==> src/rtl/alu_flag_unit.sv <==
// Status-flag generator for branch decisions: registers ALU result bundles through a
// two-stage valid/ready pipeline and produces zero/negative/carry/overflow plus a sticky overflow.
`timescale 1ns/1ps
module alu_flag_unit #(
  parameter int WIDTH = 32
) (
  input  logic                    clk,
  input  logic                    rst_n,
  input  logic                    in_valid,
  output logic                    in_ready,
  input  logic signed [WIDTH-1:0] op_a,
  input  logic signed [WIDTH-1:0] op_b,
  input  logic signed [WIDTH-1:0] alu_result,
  input  logic                    alu_carry,
  input  logic                    alu_sub,
  input  logic                    flags_clear,
  output logic                    out_valid,
  input  logic                    out_ready,
  output logic                    zero,
  output logic                    negative,
  output logic                    carry,
  output logic                    overflow,
  output logic                    sticky_ovf
);

  logic                    vld_p1, vld_p2;
  logic                    adv_p1, adv_p2;
  logic                    a_neg_p1, b_neg_p1, carry_p1, sub_p1;
  logic signed [WIDTH-1:0] result_p1;

  // Subtraction flips the operand-sign relationship that can produce a signed overflow.
  function automatic logic ovf_flag(input logic a_neg, input logic b_neg,
                                    input logic r_neg, input logic sub);
    return (sub ? (a_neg != b_neg) : (a_neg == b_neg)) & (r_neg != a_neg);
  endfunction

  assign adv_p2    = !vld_p2 || out_ready;
  assign adv_p1    = !vld_p1 || adv_p2;
  assign in_ready  = adv_p1;
  assign out_valid = vld_p2;

  always_ff @(posedge clk or negedge rst_n) begin
    if (!rst_n) begin
      vld_p1 <= 1'b0;
      vld_p2 <= 1'b0;
    end else begin
      if (adv_p1) vld_p1 <= in_valid;
      if (adv_p2) vld_p2 <= vld_p1;
    end
  end

  // Stage 1: capture operand signs and the ALU result on an input handshake
  always_ff @(posedge clk) begin
    if (in_valid && adv_p1) begin
      a_neg_p1  <= (op_a < 0);
      b_neg_p1  <= (op_b < 0);
      result_p1 <= alu_result;
      carry_p1  <= alu_carry;
      sub_p1    <= alu_sub;
    end
  end

  // Stage 2: derive and register the flags seen by the branch logic
  always_ff @(posedge clk or negedge rst_n) begin
    if (!rst_n) begin
      zero     <= 1'b0;
      negative <= 1'b0;
      carry    <= 1'b0;
      overflow <= 1'b0;
    end else if (vld_p1 && adv_p2) begin
      zero     <= (result_p1 == '0);
      negative <= result_p1[WIDTH-1];
      carry    <= carry_p1;
      overflow <= ovf_flag(a_neg_p1, b_neg_p1, result_p1[WIDTH-1], sub_p1);
    end
  end

  // A transfer carrying overflow takes priority over a simultaneous clear.
  always_ff @(posedge clk or negedge rst_n) begin
    if (!rst_n) begin
      sticky_ovf <= 1'b0;
    end else if (vld_p2 && out_ready && overflow) begin
      sticky_ovf <= 1'b1;
    end else if (flags_clear) begin
      sticky_ovf <= 1'b0;
    end
  end

endmodule

==> config.mk <==
export PLATFORM = sky130hd
export DESIGN_NAME = alu_flag_unit
export DESIGN_NICKNAME = d
export VERILOG_FILES = /design/src/rtl/alu_flag_unit.sv
export SDC_FILE = /design/constraint.sdc
export NUM_CORES = 1
export LEC_CHECK = 0
export CAP_MARGIN = 20
export CORE_UTILIZATION = 45
export CTS_BUF_LIST = sky130_fd_sc_hd__clkbuf_16
export DETAILED_ROUTE_END_ITERATION = 8
export DONT_BUFFER_PORTS = 1
export GPL_ROUTABILITY_DRIVEN = 0
export SKIP_CTS_REPAIR_TIMING = 1
export SYNTH_ARGS = -nofsm -noshare
export SYNTH_HDL_FRONTEND = slang
export SYNTH_SLANG_ARGS = --single-unit
==> constraint.sdc <==
create_clock -name clk -period 2.83 [get_ports clk]
set_input_delay 0.283 -clock clk [delete_from_list [all_inputs] [get_ports clk]]
set_output_delay 0.283 -clock clk [all_outputs]
set_load 0.01 [all_outputs]
## Word level (Yosys, flattened, before mapping)

Index checks and enable logic that the tools add are counted.
Widths: inputs -> output; s select.

| word-level totals | value |
|---|---|
| bits in registers | 43 |
| output and inout port bits | 7 |
| logic and storage cells | 31 |

| cells by class | value |
|---|---|
| magnitude comparators | 2 |
| equal/unequal tests | 3 |
| multiplexer cells | 3 |
| bitwise logic cells | 1 |
| reductions and logical operators | 10 |

Operator list:

| kind | number |
|---|---|
| $lt 32x1->1 const B | 2 |
| $logic_not 32->1 | 1 |
| $logic_and 1x1->1 | 4 |
| $mux 1 | 3 |
| $logic_not 1->1 | 2 |
| $logic_or 1x1->1 | 2 |
| $ne 1x1->1 | 2 |
| $reduce_bool 2->1 | 1 |
| $and 1x1->1 | 1 |
| $eq 1x1->1 | 1 |

## Logic depth before layout (Yosys ltp)

Gate-level depths: netlist of run 1.

| depth | value |
|---|---|
| word-level depth | 4 |
| mapped depth | 3 |

## Least setup slack after synthesis of run 1

Ideal clock, no wire load.

| timing | value |
|---|---|
| path type | register -> register |
| from | reg vld_p2 (netlist: out_valid) |
| to | reg a_neg_p1 (enable) |
| setup time | 0.397 ns |
| arrival time | 1.624 ns |
| data required time | 2.433 ns |
| slack | 0.809 ns |
| stages on the path, launching flop included | 4 |
| path buffers | 0 |
| clock period less this slack | 2.021 ns |
| path through | dfrtp_1 > nor2b_1 > nand2_1 > and2_1 |

| between the ends | value |
|---|---|
| longest elaborated chain between the ends | 4 |

Ends and longest elaborated chain:

| item | RTL line | RTL |
|---|---|---|
| start, declared | 26 | `logic vld_p1, vld_p2;` |
| start signal, assigned | 48 | `if (adv_p2) vld_p2 <= vld_p1;` |
| $logic_not 1->1 | 37 | `assign adv_p2 = !vld_p2 \|\| out_ready;` |
| $logic_or 1x1->1 | 37 |  |
| $logic_or 1x1->1 | 38 | `assign adv_p1 = !vld_p1 \|\| adv_p2;` |
| via in_ready | 10 | `output logic in_ready,` |
| $logic_and 1x1->1 | 54 | `if (in_valid && adv_p1) begin` |
| end signal, assigned | 55 | `a_neg_p1 <= (op_a < 0);` |
| end, declared | 28 | `logic a_neg_p1, b_neg_p1, carry_p1, sub_p1;` |

The timed path passes the listed nets, and every way through them passes these cells.
A chain may end at the register's enable or synchronous reset.

## Worst setup path after layout of run 1

| timing | value |
|---|---|
| from | reg vld_p2 (netlist: out_valid) |
| to | reg result_p1[18] (enable) |

| between the ends | value |
|---|---|
| longest elaborated chain between the ends | 4 |

Ends and longest elaborated chain:

| item | RTL line | RTL |
|---|---|---|
| $logic_not 1->1 | 37 |  |
| $logic_or 1x1->1 | 37 |  |
| $logic_or 1x1->1 | 38 |  |
| via in_ready | 10 |  |
| $logic_and 1x1->1 | 54 |  |
| end signal, assigned | 57 | `result_p1 <= alu_result;` |
| end, declared | 29 | `logic signed [WIDTH-1:0] result_p1;` |

The timed path passes the listed nets, and every way through them passes these cells.

==> Implementation_results.wiki, run 1 <==
{| class="wikitable"
! Metric !! Value
|-
| Maximum fanout along the worst path || 20
|-
| Unrepaired setup endpoints after global routing || false
|-
| Maximum root-to-sink buffer count || 2
|-
| WL final || 2068 um
|-
| Synthesized Nets || 177
|-
| Overall global routing resource usage || 13.28%
|-
| Maximum number of pins on one net before global-route repair || 21
|-
| Final hold vios || 0
|-
| Number of antenna violations at the first check in global routing || 0
|-
| Max Fclk || 654.2 MHz
|-
| Global-route wire length before repair || a little over 3000 um
|-
| Headroom to the max-slew limit || between 70% and 80%
|-
| Die width || 59.23 um
|-
| Core utilization of the finished layout || 54.96%
|-
| Number of synthesized register bits || 43
|-
| P_leak || around 0.58 nW
|-
| Number of nets with antenna violations after routing || 0
|-
| Highest-utilization routing layer at the global route stage || met2
|-
| Least-Margin Pin Slew || between 300 and 400 ps
|-
| Antenna Cells || 0
|-
| Detail-routed net length per standard cell || 16.03 um
|-
| Status || finished clean
|-
| Number of detailed-routing iterations run before antenna repair || 4
|-
| Setup Viol. Count Final || 0
|-
| Classification of the worst setup path || reg -> reg
|-
| Worst Setup End Kind || flip-flop
|-
| Number of ports placed on the die boundary || 110
|-
| Total number of vias || 650
|-
| Setup skew after layout || 2.673 ps
|-
| Total grt overflow || 0
|-
| Count of unique library cells instantiated by Yosys || 16
|-
| Hpwl dp || 1528 um
|-
| Post-synthesis cell area || between 0.001 and 0.0015 mm2
|-
| Maximum resistive drop on vdd || 0.5937 mV
|-
| Count of port buffers added during placement || 0
|-
| Yosys warning total || 0
|-
| Detailed router's first-iteration violation count || 31
|-
| Total negative slack || 0 ps
|-
| Clock buffers created by TritonCTS || 5
|-
| Drt drc || 0
|-
| Cell at the root of the clock tree || sky130_fd_sc_hd__clkbuf_16
|-
| Die ar. || 0.003508 mm2
|-
| Placeable core area || 0.003078 mm2
|-
| Worst Hold Class || in -> reg
|-
| Final cycle utilization of the critical path || between 50% and 60%
|-
| Met2 Track Usage GR || approximately 22%
|-
| Initial core utilization || 47.89%
|-
| Top register by number of flip-flops || result_p1
|-
| Row count || 20
|-
| Maximum level of the CTS H-tree || 2
|-
| Final Net Count || 187
|-
| Critical path startpoint category || flip-flop
|-
| Min Clock Period, post-route || 1529 ps
|-
| Vias per cell || 5.039
|-
| Data required time at the worst endpoint || 2790 ps
|-
| Max-cap violations || 0
|-
| Filler instances || 251
|-
| Grt met1 use || between 10% and 20%
|-
| Clock transition at the register clock pins on the worst setup and hold paths after CTS || 60 ps
|-
| Layout cells sized above 1 || ~16%
|-
| Total power divided by cell area || 787.2 mW/mm2
|-
| Number of sinks driven by the clock tree || 43
|-
| Number of max-slew violations in the final report || 0
|-
| Synthesized instance count || 74
|-
| Vias in the first global route || 665
|-
| Max reg flops || 32
|-
| Clock latency of the later-clocked register in the worst-skew pair || 270 ps
|-
| Sequential area share after synthesis || 85.23%
|-
| TritonCTS clock tree || yes
|-
| Layout Area Growth over Synthesis || 14.77%
|-
| Synthesized area divided by synthesized cell count || 19.92 um2
|-
| Met3 track demand over resource in global routing || 7.205%
|-
| Die H || between 50 and 60 um
|-
| Arrival time at the worst endpoint || 1490 ps
|}
cell usage in the layout, fill, tap and decap left out:
master / n
sky130_fd_sc_hd__edfxtp_1: 36
sky130_fd_sc_hd__dfrtp_1: 7
sky130_fd_sc_hd__clkbuf_16: 5
sky130_fd_sc_hd__inv_1: 4
sky130_fd_sc_hd__nor4_2: 4
sky130_fd_sc_hd__nor4_1: 4
sky130_fd_sc_hd__o21ai_0: 4
sky130_fd_sc_hd__nor2b_1: 3
sky130_fd_sc_hd__nand2_1: 3
sky130_fd_sc_hd__nand2b_1: 2
sky130_fd_sc_hd__nand4_1: 2
sky130_fd_sc_hd__mux2_2: 2
sky130_fd_sc_hd__buf_4: 2
sky130_fd_sc_hd__and2_1: 1
sky130_fd_sc_hd__o31ai_1: 1
sky130_fd_sc_hd__xor2_1: 1
sky130_fd_sc_hd__mux2i_1: 1
sky130_fd_sc_hd__nand3_1: 1
sky130_fd_sc_hd__clkinv_2: 1
sky130_fd_sc_hd__dlygate4sd3_1: 1
layer usage:
metal  share of wire [%]  wire, um
met1                  35       732
met5                   0         0
met4                 1.5        32
met3                 8.7       179
met2                  54      1123
report_power, final:
part | total [W] | switching [W] | internal, W
registers | 0.000766 | 0.0000256 | 0.000740
clock network | 0.000520 | 0.000202 | 0.000318
logic | 0.0000455 | 0.0000278 | 0.0000177
cells in the mapped netlist:
master,count,area share [%]
sky130_fd_sc_hd__edfxtp_1,36,73
sky130_fd_sc_hd__dfrtp_1,7,12
sky130_fd_sc_hd__nor4_1,4,1.7
sky130_fd_sc_hd__nor4_2,4,3.4
sky130_fd_sc_hd__o21ai_0,4,1.4
sky130_fd_sc_hd__nand2_1,3,0.76
sky130_fd_sc_hd__nor2b_1,3,1.3
sky130_fd_sc_hd__inv_1,2,0.51
sky130_fd_sc_hd__mux2_2,2,1.5
sky130_fd_sc_hd__nand2b_1,2,0.85
sky130_fd_sc_hd__nand4_1,2,0.85
sky130_fd_sc_hd__and2_1,1,0.42
sky130_fd_sc_hd__mux2i_1,1,0.68
sky130_fd_sc_hd__nand3_1,1,0.34
sky130_fd_sc_hd__o31ai_1,1,0.51
sky130_fd_sc_hd__xor2_1,1,0.59
logic make-up (layout without fill, tap and decap cells):
kind of cell	count (synthesis)	in the layout	synth area share (%)
flops	43	43	85.23
buf+inv	2	13	0.5095
xor+xnor	1	1	0.5943
simple gates	20	20	9.592
compound gates	5	5	1.868
mux	3	3	2.207
stage by stage:
stage               cell area (um2)  total power, W  cells  setup WS (ps)  hold slack (ps)
floorplan                      1474       0.0008067     74          809.1           -12.59
global placement               1544       0.0008182    120           1279           -12.44
detailed placement             1544       0.0008231    120           1284           -12.44
CTS                            1682        0.001346    128           1265           -310.5
global route                   1692        0.001384    129           1168            87.07
finish                         1692        0.001332    129           1301            100.5
cell type report:
cell class / count / area [um2] / share of cell area (%)
Clock buffer: 5 / 125.1 / 7.396
Clock inverter: 3 / 12.51 / 0.7396
Inverter: 2 / 7.507 / 0.4438
Multi-Input combinational cell: 29 / 210.2 / 12.43
Sequential cell: 43 / 1256 / 74.26
Tap cell: 44 / 55.05 / 3.254
Timing Repair Buffer: 3 / 25.02 / 1.479
path summary, 6_finish.rpt:
| check | startpoint | end | slack (ps) | cells past startpoint |
|---|---|---|---|---|
| min | alu_carry | carry_p1 | 100 | 0 |
| max in group asynchronous | rst_n | sticky_ovf | 2270 | 1 |
| max | out_valid | result_p1[18] | 1300 | 4 |
| min in group asynchronous | rst_n | zero | 330 | 1 |
| min reg2reg | carry_p1 | carry | 490 | 1 |
| max reg2reg | out_valid | result_p1[18] | 1300 | 4 |
critical path: stages, from the launching register on:
cell and delay [ps]:
sky130_fd_sc_hd__dfrtp_1 430, sky130_fd_sc_hd__nor2b_1 180, sky130_fd_sc_hd__nand2_1 150, sky130_fd_sc_hd__and2_1 180, sky130_fd_sc_hd__buf_4 270
(Power assumes the default switching activity.)
==> run 2, diff against run 1 <==
==> constraint.sdc (replaced) <==
create_clock -name clk -period 1.4 [get_ports clk]
set_input_delay 0.14 -clock clk [delete_from_list [all_inputs] [get_ports clk]]
set_output_delay 0.14 -clock clk [all_outputs]
set_load 0.01 [all_outputs]
==> Implementation_results.wiki, run 2 (synthesis gave the netlist of run 1 again) <==
{| class="wikitable"
! Metric !! Value
|-
| Final hold vios || 1
|-
| Number of sinks driven by the clock tree || 43
|-
| Antenna Cells || 0
|-
| Number of max-slew violations in the final report || 0
|-
| Total number of vias || between 800 and 900
|-
| Number of ports placed on the die boundary || 110
|-
| Vias per cell || 4.880
|-
| Setup Viol. Count Final || 0
|-
| Buf+Inv Stages, Crit Path || 1
|-
| Layout cells sized above 1 || 15.45%
|-
| Clock buffers created by TritonCTS || 5
|-
| Cells along the critical path || nor2b_4, nand2_2, and2_4, buf_12
|-
| Peak per-stage delay on the critical path || 410 ps
|-
| Count of port buffers added during placement || 0
|-
| Top delay family on crit path || simple AND/OR/NAND/NOR gates
|-
| Row count || 20
|-
| Total Power || 0.003010 W
|-
| Die width || 59.23 um
|-
| Logic depth of the worst path, buffers included || 4
|-
| Global-route wire length before repair || 2939 um
|-
| Maximum level of the CTS H-tree || 2
|-
| Maximum fanout along the worst path || 19
|-
| Worst-case hold slack || -15.45 ps
|-
| Arrival time at the worst endpoint || between 1000 and 1500 ps
|-
| Placeable core area || 0.003078 mm2
|-
| TritonCTS clock tree || yes
|-
| Layout Area Growth over Synthesis || 44.74%
|-
| Total power divided by cell area || 1411 mW/mm2
|-
| Setup skew after layout || approximately 2 ps
|-
| Slowest cell on the critical path || sky130_fd_sc_hd__dfrtp_1
|-
| P_leak || 0.7646 nW
|-
| Detail-routed net length per standard cell || 14.43 um
|-
| Headroom to the max-slew limit || 78.97%
|-
| Overall global routing resource usage || 13.12%
|-
| Top register by number of flip-flops || result_p1
|-
| WL final || 2410 um
|-
| Data required time at the worst endpoint || 1390 ps
|-
| Die ar. || 0.003508 mm2
|-
| Maximum resistive drop on vdd || 1.194 mV
|-
| Initial core utilization || 47.89%
|-
| Worst Hold Class || in -> reg
|-
| Violated checks || negative hold slack
|-
| Critical path startpoint category || flip-flop
|-
| Cell at the root of the clock tree || sky130_fd_sc_hd__clkbuf_16
|-
| Maximum number of pins on one net before global-route repair || 20
|-
| Max-cap violations || 0
|-
| Status || complete, but fails checks
|-
| Worst Setup End Kind || flip-flop
|-
| Unrepaired setup endpoints after global routing || false
|-
| Classification of the worst setup path || reg -> reg
|-
| Most common cell after layout, fill and taps aside || sky130_fd_sc_hd__dlygate4sd3_1
|-
| R2R cell count || 4
|-
| Clock transition at the register clock pins on the worst setup and hold paths after CTS || 60 ps
|-
| Detailed router's first-iteration violation count || 30
|-
| Min Clock Period, post-route || 1296 ps
|-
| Number of detailed-routing iterations run before antenna repair || 2
|-
| Clock latency of the later-clocked register in the worst-skew pair || around 280 ps
|-
| Vias in the first global route || 653
|-
| Hpwl dp || about 1500 um
|-
| Total grt overflow || 0
|-
| Maximum root-to-sink buffer count || 2
|-
| Hold Path Cell Cnt || 1
|-
| Drt drc || 0
|-
| Final cycle utilization of the critical path || 92.58%
|-
| Max reg flops || 32
|-
| Final Net Count || 225
|-
| Top library cells by usage in the layout, fill and taps aside || sky130_fd_sc_hd__dlygate4sd3_1 (38), sky130_fd_sc_hd__edfxtp_1 (36), sky130_fd_sc_hd__dfrtp_1 (7), sky130_fd_sc_hd__clkbuf_16 (5)
|-
| Number of nets with antenna violations after routing || 0
|-
| Die H || 59.23 um
|-
| Least-Margin Pin Slew || around 310 ps
|-
| Total negative slack || 0 ps
|-
| Number of antenna violations at the first check in global routing || 0
|-
| Max Fclk || 771.5 MHz
|}
[run 2: cell type report]
cell class / count / area (um2)
tap: 44 / 55.05
clock inverter: 3 / 38.79
timing repair buffer: 41 / 427.9
multi-input combinational: 29 / 222.7
sequential: 43 / 1256
inverter: 2 / 7.507
clock buffer: 5 / 125.1
fill: 221 / 944.7
[run 2: routing by layer]
layer	up-vias	global-route usage (%)	wire length (um)
li1	384	-	-
met5	-	0	0
met4	0	9.184	57
met2	28	19.26	1288
met3	6	8.297	168
met1	397	13.66	896
[run 2: metrics by stage]
stage | setup WS [ps] | hold slack (ps) | cells | utilization [%] | instance area, um2
floorplan | 32.88 | -155.6 | 74 | - | 1486
global placement | 119.6 | -155.4 | 121 | 51.63 | 1589
detailed placement | 105.3 | -155.4 | 121 | 51.63 | 1589
CTS | 92.70 | -457.2 | 129 | 56.95 | 1753
global route | 74.46 | 6.784 | 167 | 69.31 | 2133
finish | 103.9 | -15.45 | 167 | 69.31 | 2133
[run 2: path summary, 6_finish.rpt]
| path | from | to | slack, ps |
|---|---|---|---|
| hold reg to reg | carry_p1 | carry | 500 |
| setup reg to reg | out_valid | result_p1[10] | 100 |
| max in group asynchronous | rst_n | carry | 990 |
| hold / removal | flags_clear | sticky_ovf | -20 |
| min in group asynchronous | rst_n | out_valid | 180 |
| setup / recovery | out_valid | result_p1[10] | 100 |
[run 2: where the power goes]
group / total [W] / switching (W) / internal [W]
registers: 0.00154 / 0.0000490 / 0.00150
clock network: 0.00127 / 0.000436 / 0.000830
logic: 0.000200 / 0.0000772 / 0.000123
==> run 3, diff against run 2 <==
--- a/config.mk
+++ b/config.mk
@@ -8,6 +8,7 @@
 export CAP_MARGIN = 20
 export CORE_UTILIZATION = 45
 export CTS_BUF_LIST = sky130_fd_sc_hd__clkbuf_16
+export CTS_CLUSTER_DIAMETER = 150
 export DETAILED_ROUTE_END_ITERATION = 8
 export DONT_BUFFER_PORTS = 1
 export GPL_ROUTABILITY_DRIVEN = 0
@@ -15,3 +16,4 @@
 export SYNTH_ARGS = -nofsm -noshare
 export SYNTH_HDL_FRONTEND = slang
 export SYNTH_SLANG_ARGS = --single-unit
+export TNS_END_PERCENT = 1
==> results of run 3 <==
Same layout as run 2: the final DEF is identical, and so are final timing and power.
